<file path="src/rtl/prog_loader_pkg.sv">
// rtl/prog_loader_pkg.sv - shared states and frame constants for the program loader
package prog_loader_pkg;

    localparam logic [7:0] DEF_HEADER    = 8'hA5;
    localparam int         DEF_NUM_WORDS = 16;
    localparam int         REC_LEN       = 2;

    typedef enum logic [3:0] {
        IDLE,
        GET_INS,
        GET_DAT,
        SETUP,
        STROBE,
        HOLD,
        GET_SUM,
        DONE,
        ERR
    } state_t;

endpackage

</file>
<file path="src/rtl/prog_loader_if.sv">
// rtl/prog_loader_if.sv - host byte link carrying the load frame
interface prog_loader_if;
    logic [7:0] in_data;
    logic       in_valid;
    logic       in_ready;

    modport master (output in_data, output in_valid, input in_ready);
    modport slave  (input in_data, input in_valid, output in_ready);
endinterface

</file>
<file path="src/rtl/prog_loader.sv">
// rtl/prog_loader.sv - receives a checksummed frame and writes it into the computer's program/data memory
module prog_loader
    import prog_loader_pkg::*;
#(
    parameter logic [7:0] HEADER    = DEF_HEADER,
    parameter int         NUM_WORDS = DEF_NUM_WORDS
) (
    input  logic               osc_clock,
    input  logic               reset_n,
    prog_loader_if.slave       host,
    output logic [3:0]         prog_add,
    output logic [7:0]         prog_in,
    output logic [3:0]         prog_data,
    output logic               prog_clk,
    output logic               cpu_reset,
    output logic               load_done,
    output logic               load_err
);

    localparam logic [3:0] LAST_ADDR = 4'(NUM_WORDS - 1);

    state_t     state, state_nx;
    logic [7:0] csum;
    logic       accept;

    // The write strobe sequence owns the buses, so the host is held off for those three cycles.
    assign host.in_ready = !(state inside {SETUP, STROBE, HOLD});
    assign accept        = host.in_valid && host.in_ready;

    always_ff @(posedge osc_clock or negedge reset_n) begin
        if (!reset_n) state <= IDLE;
        else          state <= state_nx;
    end

    always_comb begin
        state_nx = state;
        case (state)
            IDLE, DONE, ERR: if (accept && host.in_data == HEADER) state_nx = GET_INS;
            GET_INS:         if (accept) state_nx = GET_DAT;
            GET_DAT:         if (accept) state_nx = SETUP;
            SETUP:           state_nx = STROBE;
            STROBE:          state_nx = HOLD;
            HOLD:            state_nx = (prog_add == LAST_ADDR) ? GET_SUM : GET_INS;
            GET_SUM:         if (accept) state_nx = (host.in_data == csum) ? DONE : ERR;
            default:         state_nx = IDLE;
        endcase
    end

    always_ff @(posedge osc_clock or negedge reset_n) begin
        if (!reset_n) begin
            prog_add  <= '0;
            prog_in   <= '0;
            prog_data <= '0;
            prog_clk  <= 1'b0;
            cpu_reset <= 1'b1;
            load_done <= 1'b0;
            load_err  <= 1'b0;
            csum      <= '0;
        end else begin
            // Registered from the next state so the strobe is high exactly while in STROBE.
            prog_clk <= (state_nx == STROBE);
            case (state)
                IDLE, DONE, ERR: begin
                    if (accept && host.in_data == HEADER) begin
                        prog_add  <= '0;
                        csum      <= '0;
                        load_done <= 1'b0;
                        load_err  <= 1'b0;
                        cpu_reset <= 1'b1;
                    end
                end
                GET_INS: begin
                    if (accept) begin
                        prog_in <= host.in_data;
                        csum    <= csum + host.in_data;
                    end
                end
                GET_DAT: begin
                    if (accept) begin
                        prog_data <= host.in_data[3:0];
                        csum      <= csum + host.in_data;
                    end
                end
                HOLD: prog_add <= prog_add + 4'd1;
                GET_SUM: begin
                    if (accept) begin
                        if (host.in_data == csum) begin
                            load_done <= 1'b1;
                            cpu_reset <= 1'b0;
                        end else begin
                            load_err <= 1'b1;
                        end
                    end
                end
                default: ;
            endcase
        end
    end

endmodule

</file>
<file path="src/flat_wrapper.sv">
// flat-port wrapper written by rule: the top's interface ports become plain ports
module prog_loader_flat import prog_loader_pkg::*;
#(
    parameter logic [7:0] HEADER    = DEF_HEADER,
    parameter int         NUM_WORDS = DEF_NUM_WORDS
)
  (osc_clock, reset_n, prog_add, prog_in, prog_data, prog_clk, cpu_reset, load_done, load_err, host_in_data, host_in_valid, host_in_ready);
  prog_loader_if host_i ();
  input  logic osc_clock;
  input  logic reset_n;
  output logic [3:0] prog_add;
  output logic [7:0] prog_in;
  output logic [3:0] prog_data;
  output logic prog_clk;
  output logic cpu_reset;
  output logic load_done;
  output logic load_err;
  input wire logic [$bits(host_i.in_data)-1:0] host_in_data;
  input wire logic [$bits(host_i.in_valid)-1:0] host_in_valid;
  output wire logic [$bits(host_i.in_ready)-1:0] host_in_ready;
  assign host_i.in_data = host_in_data;
  assign host_i.in_valid = host_in_valid;
  assign host_in_ready = host_i.in_ready;
  prog_loader #(.HEADER(HEADER), .NUM_WORDS(NUM_WORDS)) u_core (.osc_clock(osc_clock), .reset_n(reset_n), .host(host_i), .prog_add(prog_add), .prog_in(prog_in), .prog_data(prog_data), .prog_clk(prog_clk), .cpu_reset(cpu_reset), .load_done(load_done), .load_err(load_err));
endmodule
</file>
<file path="config.mk">
export PLATFORM = sky130hd
export DESIGN_NAME = prog_loader_flat
export DESIGN_NICKNAME = d
export VERILOG_FILES = /design/src/rtl/prog_loader_pkg.sv /design/src/rtl/prog_loader_if.sv /design/src/rtl/prog_loader.sv /design/src/flat_wrapper.sv
export SDC_FILE = /design/constraint.sdc
export NUM_CORES = 1
export LEC_CHECK = 0
export BUFFER_PORTS_ARGS = -buffer_cell sky130_fd_sc_hd__buf_2
export CORE_MARGIN = 2
export CORE_UTILIZATION = 62
export CTS_BUF_LIST = sky130_fd_sc_hd__clkbuf_8
export DETAILED_ROUTE_END_ITERATION = 10
export PLACE_DENSITY = 0.87
export SETUP_SLACK_MARGIN = 0.4
export SLEW_MARGIN = 25
export SYNTH_ARGS = -nofsm -noshare
export SYNTH_HDL_FRONTEND = slang
export SYNTH_SLANG_ARGS = --single-unit
</file>
<file path="constraint.sdc">
create_clock -name osc_clock -period 4.9 [get_ports osc_clock]
set_clock_uncertainty 0.15 [all_clocks]
set_input_delay 0.245 -clock osc_clock [delete_from_list [all_inputs] [get_ports osc_clock]]
set_output_delay 0.245 -clock osc_clock [all_outputs]
set_load 0.01 [all_outputs]
</file>
==> flow_metrics.py <==
metrics = {
    "floorplan": {
        "die_h_um": 58.2,
        "die_area_um2": 3380,
        "die_x_um": 58.2,
        "core_area_um2": 2780,
        "io_pins": 32,
        "num_rows": 19,
        "start_util": 0.654,
    },
    "worst_setup_path": {
        "cp.depth": 5,
        "critPathTopFamily": "simple AND/OR/NAND/NOR gates",
        "worst-path-max-fanout": 14,
        "critPathKind": "flip-flop to flip-flop",
        "cp.required_ns": 4.92,
        "cp-startpoint": "u_core.state[2]",
        "cp-endpoint": "u_core.csum[4]",
        "worstRegToRegCells": 5,
        "worst_setup_path_end_kind": "flip-flop",
        "crit_path_cell_trace": "nor2b_1 -> a31oi_1 -> a21oi_2 -> nand2b_1 -> mux2_4",
        "r2r-start": "u_core.state[2]",
        "r2r_end": "u_core.csum[4]",
        "arrival_ns": 2.33,
        "path_buf_inv": 0,
        "start_kind": "flip-flop",
        "critPathMaxStageDelay_ns": 0.60,
        "reg2reg_slack_ns": 2.59,
        "slowest_stage": "dfrtp_1",
    },
    "global_routing": {
        "grt_max_degree": 33,
        "grt_pass1_vias": 1487,
        "antenna_found_initial": 0,
        "grt_util_all_layers": 0.265,
        "overflow": 0,
        "grt_pass1_wl_um": 6690,
    },
    "routing": {
        "routed_wl_um": 4070,
        "ant_nets": 0,
        "drt-wirelength-per-cell_um": 16.7,
        "vias_per_cell": 6.16,
        "drt_first_pass_iters": 4,
        "drc": 0,
        "dr.first_iter.drc_count": 120,
        "vias": 1498,
    },
    "power_and_ir_drop": {
        "p_per_area_nw_per_um2": 636,
        "clkPwrFrac": 0.193,
        "seq_power_share": 0.357,
        "power_frac_comb": 0.449,
        "switchingPower_w": 0.000527,
        "peakVddDrop_mv": 0.505,
        "internal_power_w": 0.000799,
        "switching_share": 0.397,
        "p_leak_nw": 0.980,
    },
    "synthesis": {
        "synth-edff-count": 0,
        "async_reset_ff_frac": 1.00,
        "synth_common_cells": "31 x dfrtp_1, 14 x nor2_1, 13 x nand2_1",
        "syn_nets": 198,
        "synth_largest_area_cell": "dfrtp_1",
        "ys_seq_elements": 32,
        "syn-cell-area_um2": 1820,
        "yosysTopAreaCellShare": 0.427,
        "syn_avg_cell_area_um2": 10.2,
        "yosysSeqAreaShare": 0.441,
        "synth_most_common_cell": "dfrtp_1",
        "yosysUniqueCellTypes": 51,
        "synth_area_leaders": "dfrtp_1 43%, mux2_2 6.2%, ha_1 5.5%",
        "syn_inst": 178,
        "yosys_warnings": 0,
        "synthFlopType": "dfrtp_1",
    },
    "cells_and_area": {
        "n_fill_cell": 203,
        "drive_above_1_share": 0.278,
        "finalCoreUtilization": 0.750,
        "num_antenna_cells": 0,
        "area.growth.synth_to_final_pct": 14.7,
        "fin_nets": 231,
    },
    "sta": {
        "worstMarginPinSlew_ns": 0.681,
        "setup_violations": 0,
        "timing.fmax_mhz": 434,
        "setup-tns-final_ns": 0,
        "rsz0062_at_grt": "false",
        "hold_violations": 0,
        "slew_violations": 0,
        "fin_crit_ns": 2.31,
        "relSlewSlack": 0.546,
        "min_period_over_period": 0.471,
    },
    "clocking": {
        "cts_setup_buffers": 0,
        "worstSkewPairLatency_ns": 0.29,
        "cts_tree": "yes",
        "clkSinkCount": 32,
        "cts_max_path_buffers": 2,
        "numCtsBuffers": 5,
        "clk_pin_slew_ns": 0.07,
        "cts-root-buf": "clkbuf_8",
        "ctsHtreeMaxLevel": 2,
    },
    "placed_design": {
        "globalplace.congestion": 0.906,
        "dp_hpwl_um": 3040,
        "io_buffers": 31,
    },
    "flow_run": {
        "maxCapViolCount": 0,
    },
    "hold_path": {
        "min_path_type": "primary input to flip-flop",
    },
    "status": {
        "outcome": "finished clean",
    },
}
through the flow:
| stage | instances | hold WS [ns] | worst slack [ns] | power (W) | instance area, µm² |
|---|---|---|---|---|---|
| floorplan | 178 | -0.201 | 2.82 | 0.000912 | 1820 |
| global placement | 234 | 0.167 | 2.71 | 0.00103 | 1960 |
| CTS | 243 | 0.0685 | 2.63 | 0.00132 | 2090 |
| finish | 243 | 0.0710 | 2.59 | 0.00133 | 2090 |
| detailed placement | 234 | 0.173 | 2.65 | 0.00106 | 1960 |
| global route | 243 | 0.0706 | 2.44 | 0.00141 | 2090 |
state kept, by name (all words and copies together), names as in the netlist:
name / cells
u_core.prog_data: 4
u_core.load_err: 1
u_core.prog_add: 4
u_core.prog_in: 8
u_core.load_done: 1
u_core.csum: 8
u_core.state: 4
u_core.prog_clk: 1
u_core.cpu_reset: 1
cell families (layout without fill, tap and decap cells):
| kind of cell | count (synthesis) | after routing | synth area share |
|---|---|---|---|
| XOR/XNOR | 2 | 2 | 0.00964 |
| AND/OR/NAND/NOR | 63 | 63 | 0.175 |
| flip-flops | 32 | 32 | 0.441 |
| AO/OA/AOI/OAI | 45 | 45 | 0.172 |
| adder cells (fa/ha/maj) | 10 | 10 | 0.0716 |
| multiplexers | 14 | 14 | 0.0922 |
| buffers and inverters | 12 | 46 | 0.0385 |
layer usage:
layer	GRT usage	wire (µm)	part of all wire	up-vias
li1	-	-	-	718
met1	0.319	1690	0.42	721
met2	0.458	2080	0.51	50
met3	0.0513	206	0.051	9
met4	0.120	89	0.022	0
met5	0	0	0	-
layout make-up:
| type | count | area (µm²) | share of cell area |
|---|---|---|---|
| sequential | 32 | 802 | 0.385 |
| clock buffer | 5 | 68.8 | 0.0330 |
| tap | 31 | 38.8 | 0.0186 |
| inverter | 6 | 22.5 | 0.0108 |
| clock inverter | 3 | 42.5 | 0.0204 |
| timing repair buffer | 32 | 165 | 0.0792 |
| multi-input combinational | 134 | 946 | 0.454 |
worst min-delay path by stage:
| stage | start | endpoint | slack, ns | depth (start not counted) |
|---|---|---|---|---|
| after floorplan | reset_n | u_core.csum[0] | -0.20 | 0 |
| after global placement | reset_n | u_core.prog_add[3] | 0.17 | 1 |
| after detailed placement | reset_n | u_core.prog_add[3] | 0.17 | 1 |
| after CTS | host_in_data[6] | u_core.prog_in[6] | 0.07 | 2 |
| after global routing | host_in_data[6] | u_core.prog_in[6] | 0.07 | 2 |
| final | host_in_data[6] | u_core.prog_in[6] | 0.07 | 2 |
placed cells by master, fill, tap and decap left out, types with 2 or more instances in the layout:
| cell | n |
|---|---|
| inv_1 | 6 |
| a221oi_1 | 2 |
| nand2_1 | 13 |
| clkbuf_8 | 5 |
| nand2b_1 | 2 |
| nor2_1 | 14 |
| a31oi_1 | 2 |
| a21oi_1 | 9 |
| o21ai_0 | 8 |
| dfrtp_1 | 31 |
| and3_1 | 3 |
| o21ai_1 | 2 |
| or3_1 | 2 |
| o22ai_1 | 2 |
| a22o_1 | 2 |
| mux2_4 | 3 |
| mux2_2 | 10 |
| buf_2 | 31 |
| ha_1 | 8 |
| nand3_1 | 6 |
| nor3_1 | 7 |
| o21a_1 | 3 |
| a211oi_1 | 3 |
| xnor2_1 | 2 |
| nor2b_1 | 6 |
| nor4_1 | 2 |
power groups by stage:
stage	Clock, W	Sequential, W	Combinational [W]
after floorplan	0	0.000469	0.000444
after global placement	0	0.000464	0.000565
after detailed placement	0	0.000473	0.000592
after CTS	0.000255	0.000471	0.000594
after global routing	0.000269	0.000489	0.000657
final	0.000256	0.000474	0.000596
what timing repair did:
| item | 4_1_cts | 5_1_grt |
|---|---|---|
| hold buffers | 1 | 0 |
| endpoints found under the hold margin | 31 | 0 |
| resized for setup | 0 | 0 |
Power figures use the tool's default switching activity.
